===== src/rtl/play_frame_tx.sv =====
// play_frame_tx: captures a play, builds "<btn>$<tens><units>#", compares it with esperado and sends it over a 7E1 UART.
// Define FRAME_CRLF_EN to append CR/LF to the transmitted frame.
module play_frame_tx #(
  parameter int N_BOTOES = 4,
  parameter int POS_BITS = 2,
  parameter int BAUD_DIV = 434
) (
  input  logic                clock,
  input  logic                reset_n,
  input  logic                registrar,
  input  logic [4:0]          especiais,
  input  logic [N_BOTOES-1:0] botoes,
  input  logic [POS_BITS-1:0] pos,
  input  logic                cancela,
  input  logic [34:0]         esperado,
  output logic                serial,
  output logic                ocupado,
  output logic                pronto,
  output logic                descartada,
  output logic                acertou,
  output logic [34:0]         resposta
);
  localparam int BW = $clog2(BAUD_DIV);
`ifdef FRAME_CRLF_EN
  localparam int FC = 7;
`else
  localparam int FC = 5;
`endif
  typedef enum logic [2:0] {S_IDLE, S_CAPTURE, S_COMPARE, S_LOAD, S_SEND, S_NEXT, S_DONE} state_t;
  state_t          r_st, w_nxt;
  logic [BW-1:0]   r_baud;
  logic [3:0]      r_bit;
  logic [2:0]      r_chr;
  logic [8:0]      r_sh;
  logic            r_serial, r_cpend, r_pronto, r_desc, r_acert;
  logic [34:0]     r_resp;
  logic [6:0]      w_bot, w_btn, w_p, w_tens, w_units, w_char;
  logic [34:0]     w_frame;
  logic [7*FC-1:0] w_tx;
  logic            w_tick, w_cancel, w_fire, w_run;
  always_comb begin
    w_bot = 7'h3F;
    for (int i = N_BOTOES - 1; i >= 0; i--)
      if (botoes[i]) w_bot = 7'h41 + 7'(i);
  end
  assign w_btn = especiais[0] ? 7'h4A :
                 especiais[1] ? 7'h5A :
                 especiais[2] ? 7'h59 :
                 especiais[3] ? 7'h52 :
                 especiais[4] ? 7'h4C : w_bot;
  assign w_p     = 7'(pos);
  assign w_tens  = w_p / 7'd10;
  assign w_units = w_p % 7'd10;
  assign w_frame = {w_btn, 7'h24, 7'h30 + w_tens, 7'h30 + w_units, 7'h23};
`ifdef FRAME_CRLF_EN
  assign w_tx = {r_resp, 7'h0D, 7'h0A};
`else
  assign w_tx = r_resp;
`endif
  assign w_char   = w_tx[7*(FC-1-int'(r_chr)) +: 7];
  assign w_tick   = r_baud == BW'(BAUD_DIV - 1);
  assign w_cancel = r_cpend | cancela;
  // The first character loads at once; later ones wait for the previous stop bit to end.
  assign w_fire   = (r_st == S_LOAD) && (r_chr == 3'd0 || w_tick);
  assign w_run    = r_st inside {S_LOAD, S_SEND, S_NEXT, S_DONE};
  always_ff @(posedge clock or negedge reset_n)
    if (!reset_n) r_st <= S_IDLE;
    else          r_st <= w_nxt;
  always_comb begin
    w_nxt = r_st;
    case (r_st)
      S_IDLE:    w_nxt = registrar ? S_CAPTURE : S_IDLE;
      S_CAPTURE: w_nxt = S_COMPARE;
      S_COMPARE: w_nxt = S_LOAD;
      S_LOAD:    w_nxt = w_fire ? (w_cancel ? S_IDLE : S_SEND) : S_LOAD;
      S_SEND:    w_nxt = (w_tick && r_bit == 4'd8) ? S_NEXT : S_SEND;
      S_NEXT:    w_nxt = (r_chr == 3'(FC)) ? S_DONE : S_LOAD;
      S_DONE:    w_nxt = w_tick ? S_IDLE : S_DONE;
      default:   w_nxt = S_IDLE;
    endcase
  end
  // Stop bit is held across NEXT/LOAD/DONE while the baud counter keeps running, so chars are back to back.
  always_ff @(posedge clock or negedge reset_n)
    if (!reset_n) begin
      r_baud   <= '0;
      r_bit    <= '0;
      r_chr    <= '0;
      r_sh     <= '1;
      r_serial <= 1'b1;
      r_cpend  <= 1'b0;
      r_pronto <= 1'b0;
      r_desc   <= 1'b0;
      r_acert  <= 1'b0;
      r_resp   <= '0;
    end else begin
      r_cpend  <= (r_st != S_IDLE) && (r_cpend || cancela);
      r_desc   <= (r_st != S_IDLE) && registrar;
      r_pronto <= (r_st == S_DONE) && w_tick && !w_cancel;
      if (r_st == S_CAPTURE) r_resp <= w_frame;
      if (r_st == S_COMPARE) r_acert <= r_resp == esperado;
      if (w_fire) begin
        if (!w_cancel) begin
          r_serial <= 1'b0;
          r_sh     <= {1'b1, ^w_char, w_char};
          r_baud   <= '0;
          r_bit    <= '0;
          r_chr    <= r_chr + 3'd1;
        end
      end else if (w_run) begin
        r_baud <= w_tick ? '0 : r_baud + 1'b1;
        if (w_tick && r_st == S_SEND) begin
          r_serial <= r_sh[0];
          r_sh     <= {1'b1, r_sh[8:1]};
          r_bit    <= r_bit + 4'd1;
        end
      end
      if (w_nxt == S_IDLE) r_chr <= '0;
    end
  assign serial     = r_serial;
  assign ocupado    = r_st != S_IDLE;
  assign pronto     = r_pronto;
  assign descartada = r_desc;
  assign acertou    = r_acert;
  assign resposta   = r_resp;
endmodule

===== config.mk =====
export PLATFORM = sky130hd
export DESIGN_NAME = play_frame_tx
export DESIGN_NICKNAME = d
export VERILOG_FILES = /design/src/rtl/play_frame_tx.sv
export SDC_FILE = /design/constraint.sdc
export NUM_CORES = 1
export LEC_CHECK = 0
export CORE_MARGIN = 5
export CORE_UTILIZATION = 60
export CTS_BUF_LIST = sky130_fd_sc_hd__clkbuf_4 sky130_fd_sc_hd__clkbuf_8
export DETAILED_ROUTE_END_ITERATION = 8
export DONT_BUFFER_PORTS = 1
export MAX_ROUTING_LAYER = met4
export PLACE_DENSITY_LB_ADDON = 0.12
export SYNTH_ARGS = -nofsm -noshare
export SYNTH_HDL_FRONTEND = slang
export SYNTH_SLANG_ARGS = --single-unit

===== constraint.sdc =====
create_clock -name clock -period 6.5 [get_ports clock]
set_input_delay 1.95 -clock clock [delete_from_list [all_inputs] [get_ports clock]]
set_output_delay 1.95 -clock clock [all_outputs]
set_load 0.02 [all_outputs]

==> flow_summary.toml, run 1 <==
[run]
maxCapViolCount = 0

[power_and_ir_drop]
p_comb_share_pct = 68.5
power_density_nw_per_um2 = 558
power_switching_mw = 1.13
netSwitchingFraction_pct = 50.5
p_int_mw = 1.11
pwr-share-clk_pct = 7.5
p_leak_nw = 1.57
p_seq_share_pct = 24.0
ir_worst_vdd_mv = 0.291

[placement]
dp_slack_ps = 1680
dpl.hpwl_um = 8090
globalplace.congestion = 1.00
numPortBuffers = 0

[global_route]
grt_pass1_vias = 3458
grt_max_degree = 45
grt.overflow.total = 0
track_usage_pct = 26.1
grt_pass1_wl_um = 17400
antenna_found_initial = 0

[setup_path]
crit_path_end_kind = "register"
slowest_stage = "fa_1"
path_max_fanout = 18
critPathMostFrequentCell = "ha_1"
slowest_delay_ps = 930
path_class = "reg2reg"
worstPathRequired_ps = 6710
start_kind = "register"
cp_cell_sequence = "inv_1 > ha_1 > ha_1 > inv_1 > ha_1 > xor2_1 > ha_1 > nand2b_1 > fa_1 > inv_1 > or3_1 > a21oi_1 > a211oi_2 > xnor2_1 > a21oi_1 > xnor2_1 > xnor2_1 > a21oi_1"
worstPathArrival_ps = 5100

[synth]
ys_async_sr_fraction_pct = 100
synth.avg_cell_area_sq_um = 8.23
yosysWarnings = 0
ys_top_cells_by_count = "51 x nand2_1, 37 x nor2_1, 35 x o21ai_0"
syn_area_sq_um = 4090
synth_area_leaders = "dfrtp_1 20%, dfstp_2 5.8%, buf_4 5.3%"
synth_top_area_share_pct = 20.2
yosysTopAreaCell = "dfrtp_1"
synth_cells = 497
synth_cell_types = 83
synth_flop_cell = "dfrtp_1"
seq_area_frac_synth_pct = 26.0
synth.most_common_cell = "nand2_1"
synth_edf_count = 0
ys_ff_latch = 42

[timing]
fin_crit_sh_pct = 75.2
final-setup-viol-count = 0
setup_tns_ps = 0
hold_violations = 0
maxSlewHeadroom_pct = 26.8
setup_slack_ps = 1610
fmax_mhz = 205
rsz0062_at_grt = "no"
finalCriticalPeriod_ps = 4890
worstMarginPinSlew_ps = 1100
slew_violations = 0
fin_skew_ps = 10.3

[drt]
dr.first_iter.drc_count = 272
ant_nets = 0
drc = 0
wl_um = 10600
avgRoutedWirePerCell_um = 19.3
firstDrtPassIters = 5
vias = 3617
drt-vias-per-instance = 6.56

[clocking]
clk_pin_slew_worst_paths_ps = 80
root_buffer = "clkbuf_8"
cts-buffers-inserted = 5
htree_levels = 2
cts_setup_buffers = 0
worstSkewPairLatency_ps = 300
cts_buffer_depth = 2
cts-resized-gates = 0
clock_sinks = 42
holdBufCountCts = 0
tritoncts = "built"

[min_path]
hp-class = "reg2reg"

[cells_and_area]
nFillCells = 635
antenna_cells = 0
drive_gt1_share_pct = 13.2
area_growth_pct = -1.68
fin_nets = 533

[floorplan]
core_sq_um = 6720
io_pins = 90
die_w_um = 92.6
start_util_pct = 60.9
rows = 30
die_height_um = 92.6
dieArea_sq_um = 8570

[run_status]
status = "completed"
==> cell usage in the layout, fill, tap and decap left out, drive strengths merged, types with 3 or more instances in the layout <==
cell	synthesis	routed
xnor2	22	22
o21ai	37	37
xor2	4	4
nand2	53	53
inv	19	19
mux2	5	5
dfstp	9	9
mux2i	7	7
a31oi	5	5
a21oi	31	31
nor4	8	8
o31ai	7	7
nand3	19	19
clkbuf	12	6
ha	12	12
a211oi	4	4
nand2b	14	14
nor2	38	38
conb	1	17
a22o	3	3
o22ai	6	6
mux4	3	3
and2	5	5
o41ai	4	4
and3	10	10
nand4	15	15
nor3	16	16
a311oi	3	3
nand3b	4	4
buf	43	5
nor2b	3	3
dfrtp	33	33
a22oi	4	4
==> power groups by stage <==
stage | registers [mW] | logic (mW) | clock network [mW]
global route | 0.560 | 1.67 | 0.187
floorplan | 0.482 | 1.30 | 0
detailed placement | 0.544 | 1.51 | 0
finish | 0.538 | 1.54 | 0.168
global placement | 0.538 | 1.50 | 0
CTS | 0.539 | 1.52 | 0.172
==> per-layer routing <==
layer	track usage, %	part of all wire [%]	vias up
li1	-	-	1712
met1	34.4	43	1706
met2	41.6	47	163
met3	4.06	7.0	36
met4	7.43	2.9	0
met5	-	0	-
==> per-stage QoR <==
| step | instances | power [mW] | utilization, % | hold WS (ps) | instance area, sq um |
|---|---|---|---|---|---|
| after floorplan | 513 | 1.78 | - | 437 | 4150 |
| after CTS | 551 | 2.23 | 59.9 | 461 | 4020 |
| final | 551 | 2.24 | 59.9 | 458 | 4020 |
| after global placement | 543 | 2.04 | 58.6 | 457 | 3940 |
| after global routing | 551 | 2.41 | 59.9 | 475 | 4020 |
| after detailed placement | 543 | 2.05 | 58.6 | 461 | 3940 |
==> final timing paths <==
path	cells after the start	startpoint	endpoint	slack, ps
max	18	r_chr[1]	r_sh[7]	1610
min	2	r_sh[0]	serial	460
max reg2reg	18	r_chr[1]	r_sh[7]	1610
min reg2reg	2	r_sh[0]	serial	460
max in group asynchronous	0	reset_n	r_sh[2]	4980
min in group asynchronous	0	reset_n	r_baud[5]	1340
==> critical path: cells and delay by family, from the launching register on <==
kind	cells	cell delay, ps
flip-flops	1	640
AND/OR/NAND/NOR	2	530
buffers and inverters	3	400
XOR/XNOR	4	650
adder cells (fa/ha/maj)	5	2060
AO/OA/AOI/OAI	4	510
==> cell families after synthesis <==
| family | share of synthesized area (%) |
|---|---|
| adders and majority gates | 4.16 |
| AOI/OAI and AO/OA | 22.7 |
| buffers and inverters | 10.6 |
| xor gates and xnor gates | 5.93 |
| DFF | 26.0 |
| and+or+nand+nor | 25.8 |
| muxes | 4.83 |
| other | 0.0917 |
==> area by class of cell <==
| cell class | instances | area, sq um | area share, % |
|---|---|---|---|
| clock buffer | 6 | 76.3 | 1.90 |
| clock inverter | 2 | 10.0 | 0.249 |
| inverter | 19 | 71.3 | 1.77 |
| multi-input combinational | 397 | 2660 | 66.2 |
| sequential | 42 | 1060 | 26.4 |
| tap | 80 | 100 | 2.49 |
| timing repair buffer | 5 | 37.5 | 0.933 |
==> registers in the layout (all words and copies together) (netlist names), 3 cells and up <==
signal / count
resposta: 10
r_baud: 9
r_sh: 8
r_bit: 4
r_chr: 3
r_st: 3
No activity file was read; power rests on OpenSTA's default activity.
==> run 2: changes to the inputs <==
clock period = 4.63 ns   (was 6.5 ns; I/O delays follow)
==> flow_summary.toml, run 2 (synthesis results as in run 1) <==
[run_status]
status = "completed"

[placement]
place_area_sq_um = 4000
dpl.hpwl_um = 8490
globalplace.congestion = 1.00
dp_slack_ps = 273
numPortBuffers = 0

[setup_path]
worstPathArrival_ps = 4470
start_kind = "register"
crit_path_start = "r_chr[0]"
path_max_fanout = 6
r2r_start = "r_chr[0]"
reg2reg_depth = 19
reg2reg_slack_ps = 370
worstSetupEndpoint = "r_sh[7]"
worstPathRequired_ps = 4840
path_class = "reg2reg"
crit_path_end_kind = "register"
rr_endpoint = "r_sh[7]"

[clocking]
htree_levels = 2
worstSkewPairLatency_ps = 300
tritoncts = "built"
cts_buffer_depth = 2
clock_sinks = 42
cts-buffers-inserted = 5
root_buffer = "clkbuf_8"
clk_pin_slew_worst_paths_ps = 80

[power_and_ir_drop]
p_comb_share_pct = 69.0
power_switching_mw = 1.62
ir_worst_vdd_mv = 0.359
pwr-share-clk_pct = 7.7
netSwitchingFraction_pct = 49.8
p_leak_nw = 1.62
power_density_nw_per_um2 = 786
p_seq_share_pct = 23.3
p_int_mw = 1.63

[timing]
final-setup-viol-count = 0
fin_crit_sh_pct = 92.0
rsz0062_at_grt = "no"
maxSlewHeadroom_pct = 45.4
worstMarginPinSlew_ps = 816
whs_ps = 475
slew_violations = 0
fin_skew_ps = 10.4
finalCriticalPeriod_ps = 4260
fmax_mhz = 235
setup_slack_ps = 368
hold_violations = 0
setup_tns_ps = 0

[floorplan]
die_w_um = 92.6
die_height_um = 92.6
rows = 30
io_pins = 90
start_util_pct = 60.9
dieArea_sq_um = 8570
core_sq_um = 6720

[global_route]
grt_pass1_vias = 3560
grt.overflow.total = 0
antenna_found_initial = 0
track_usage_pct = 27.5
grt_max_degree = 44
grt_pass1_wl_um = 18400

[drt]
wl_um = 11100
drt-vias-per-instance = 6.47
drc = 0
ant_nets = 0
vias = 3623
dr.first_iter.drc_count = 366
avgRoutedWirePerCell_um = 19.8
firstDrtPassIters = 5

[cells_and_area]
layout_common_cells = "51 x nand2_1, 37 x nor2_1, 34 x o21ai_0"
area_growth_pct = 0.857
final_common_cell = "nand2_1"
nFillCells = 624
antenna_cells = 0
final_area_sq_um = 4130
largest_reg_flops = 10
fin_nets = 542
drive_gt1_share_pct = 15.8

[min_path]
hp-class = "reg2reg"

[run]
maxCapViolCount = 0
==> run 2: worst max-delay path, stage by stage, from the launching register on <==
cell and delay, ps:
dfrtp_1 410, inv_1 130, ha_1 230, ha_1 310, inv_1 70, ha_1 370
xor2_1 190, ha_2 230, nand2b_1 80, fa_2 380, a21bo_2 220, a21oi_1 150
or3_1 430, a21oi_1 170, a211oi_2 90, xnor2_1 160, a21oi_1 180, xnor2_1 150
xnor2_1 130, a21oi_1 80
==> run 2: per-layer routing <==
| layer | GRT usage, % | share of wire, % | routed length [um] | up-vias |
|---|---|---|---|---|
| met1 | 38.0 | 46 | 5060 | 1736 |
| li1 | - | - | - | 1730 |
| met4 | 4.46 | 0.63 | 70 | 0 |
| met3 | 5.61 | 7.0 | 778 | 6 |
| met5 | - | 0 | 0 | - |
| met2 | 42.6 | 47 | 5210 | 151 |
==> run 2: timing repair <==
action | in CTS | in global routing
gates resized for setup | 0 | 7
setup buffers | 0 | 0
hold buffers | 0 | 0
hold endpoints to repair | 0 | 0
endpoints found under the setup margin | 0 | 1
==> run 2: metrics by stage <==
step                util, %  power, mW  std cells
floorplan                 -       2.51        513
global placement       59.6       2.94        552
detailed placement     59.6       2.94        552
CTS                    61.0       3.20        560
global route           61.4       3.51        560
finish                 61.4       3.24        560
==> run 2: area by class of cell <==
type / instances / area, sq um / share of cell area, %
clock inverter: 2 / 12.5 / 0.303
timing repair buffer: 14 / 105 / 2.55
inverter: 19 / 71.3 / 1.73
tap: 80 / 100 / 2.43
sequential: 42 / 1060 / 25.8
multi-input combinational: 397 / 2690 / 65.2
clock buffer: 6 / 82.6 / 2.00
==> run 2: how the worst min path moves through the flow <==
stage	from	endpoint	slack (ps)	cells after the start
after floorplan	r_baud[8]	r_baud[8]	440	1
after global placement	r_baud[8]	r_baud[8]	470	1
after detailed placement	r_sh[0]	serial	460	2
after CTS	r_sh[0]	serial	480	2
after global routing	r_sh[0]	serial	500	2
final	r_sh[0]	serial	480	2
==> run 2: power by group through the flow <==
stage          clock network (mW)  logic, mW  registers (mW)
2_1_floorplan                   0       1.83           0.676
3_3_place_gp                    0       2.18           0.757
3_5_place_dp                    0       2.18           0.762
4_1_cts                     0.255       2.19           0.754
5_1_grt                     0.271       2.46           0.786
6_report                    0.249       2.24           0.756
==> run 3: changes to the inputs <==
RECOVER_POWER = 50   (was default)
clock period = 4.65 ns   (was 4.63 ns; I/O delays follow)
==> flow_summary.toml, run 3 (synthesis results as in run 1) <==
[run_status]
status = "completed"

[placement]
dpl.hpwl_um = 8420
place_area_sq_um = 3990
numPortBuffers = 0
dp_slack_ps = 366
globalplace.congestion = 0.969

[setup_path]
worstPathArrival_ps = 4550
path_class = "reg2reg"
worstPathRequired_ps = 4860
start_kind = "register"
path_max_fanout = 7
crit_path_end_kind = "register"

[power_and_ir_drop]
power_density_nw_per_um2 = 780
ir_worst_vdd_mv = 0.320
p_int_mw = 1.59
power_switching_mw = 1.59
p_seq_share_pct = 23.7
p_comb_share_pct = 68.5
p_leak_nw = 1.61
pwr-share-clk_pct = 7.8
p_total_mw = 3.18
netSwitchingFraction_pct = 50.0

[timing]
hold_violations = 0
slew_violations = 0
finalCriticalPeriod_ps = 4340
rsz0062_at_grt = "no"
fin_crit_sh_pct = 93.3
setup_tns_ps = 0
setup_slack_ps = 311
worstMarginPinSlew_ps = 805
final-setup-viol-count = 0
maxSlewHeadroom_pct = 46.1
fin_skew_ps = 13.5
fmax_mhz = 230

[cells_and_area]
antenna_cells = 0
drive_gt1_share_pct = 14.4
fin_nets = 540
largest_reg_flops = 10
nFillCells = 611
area_growth_pct = -0.214
layout_common_cells = "51 x nand2_1, 38 x nor2_1, 34 x o21ai_0"
final_area_sq_um = 4080
final_common_cell = "nand2_1"

[clocking]
htree_levels = 2
tritoncts = "built"
clock_sinks = 42
cts_buffer_depth = 2
cts-resized-gates = 0
clk_pin_slew_worst_paths_ps = 80
root_buffer = "clkbuf_8"
holdBufCountCts = 0
cts-buffers-inserted = 5
cts_setup_buffers = 0
worstSkewPairLatency_ps = 310

[floorplan]
start_util_pct = 60.9
dieArea_sq_um = 8570
die_w_um = 92.6
core_sq_um = 6720
io_pins = 90
die_height_um = 92.6
rows = 30

[drt]
wl_um = 10900
ant_nets = 0
vias = 3626
drc = 0
dr.first_iter.drc_count = 325
firstDrtPassIters = 5
avgRoutedWirePerCell_um = 19.6
drt-vias-per-instance = 6.50

[global_route]
grt_pass1_wl_um = 17600
grt.overflow.total = 0
track_usage_pct = 26.7
grt_pass1_vias = 3462
antenna_found_initial = 0
grt_max_degree = 44

[min_path]
hp-class = "reg2reg"

[run]
maxCapViolCount = 0
run 3: power by group through the flow:
stage	Sequential [mW]	Clock (mW)	Combinational (mW)
2_1_floorplan	0.673	0	1.82
3_3_place_gp	0.755	0	2.16
3_5_place_dp	0.759	0	2.16
4_1_cts	0.752	0.257	2.16
5_1_grt	0.780	0.276	2.38
6_report	0.754	0.249	2.18
run 3: final timing paths:
check	endpoint	slack (ps)	startpoint	depth (start not counted)
setup / recovery	r_sh[7]	310	r_chr[0]	19
hold / removal	serial	480	r_sh[0]	2
setup reg to reg	r_sh[7]	310	r_chr[0]	19
hold reg to reg	serial	480	r_sh[0]	2
max in group asynchronous	r_sh[7]	3680	reset_n	0
min in group asynchronous	r_bit[2]	770	reset_n	0
run 3: metrics by stage:
| stage | hold WS, ps | instances | util (%) |
|---|---|---|---|
| final | 478 | 558 | 60.7 |
| after CTS | 481 | 558 | 60.7 |
| after global routing | 507 | 558 | 60.7 |
| after floorplan | 437 | 513 | - |
| after detailed placement | 470 | 550 | 59.3 |
| after global placement | 471 | 550 | 59.3 |
run 3: metal layers:
metal	global-route usage [%]	vias to the layer above	routed length, um
li1	-	1728	-
met3	5.77	13	780
met5	-	-	0
met4	5.82	0	138
met2	41.3	148	5080
met1	36.1	1737	4940
run 3: critical path, stage by stage, from the launching register on:
cell and delay [ps]:
dfrtp_1 410, inv_1 110, ha_1 210, ha_1 310
inv_1 70, ha_1 370, xor2_1 190, ha_1 230
nand2b_1 80, fa_1 450, a21boi_1 210, o21ai_2 330
a311oi_1 150, a2111o_1 390, o221ai_2 100, xnor2_1 110
a21oi_1 170, xnor2_1 150, xnor2_1 130, a21oi_1 80
run 3: layout make-up:
type / count / area [sq um] / share of cell area (%)
multi-input combinational: 397 / 2660 / 65.2
tap: 80 / 100 / 2.45
clock inverter: 3 / 25.0 / 0.613
timing repair buffer: 12 / 90.1 / 2.21
clock buffer: 5 / 68.8 / 1.69
inverter: 19 / 71.3 / 1.75
sequential: 42 / 1060 / 26.1
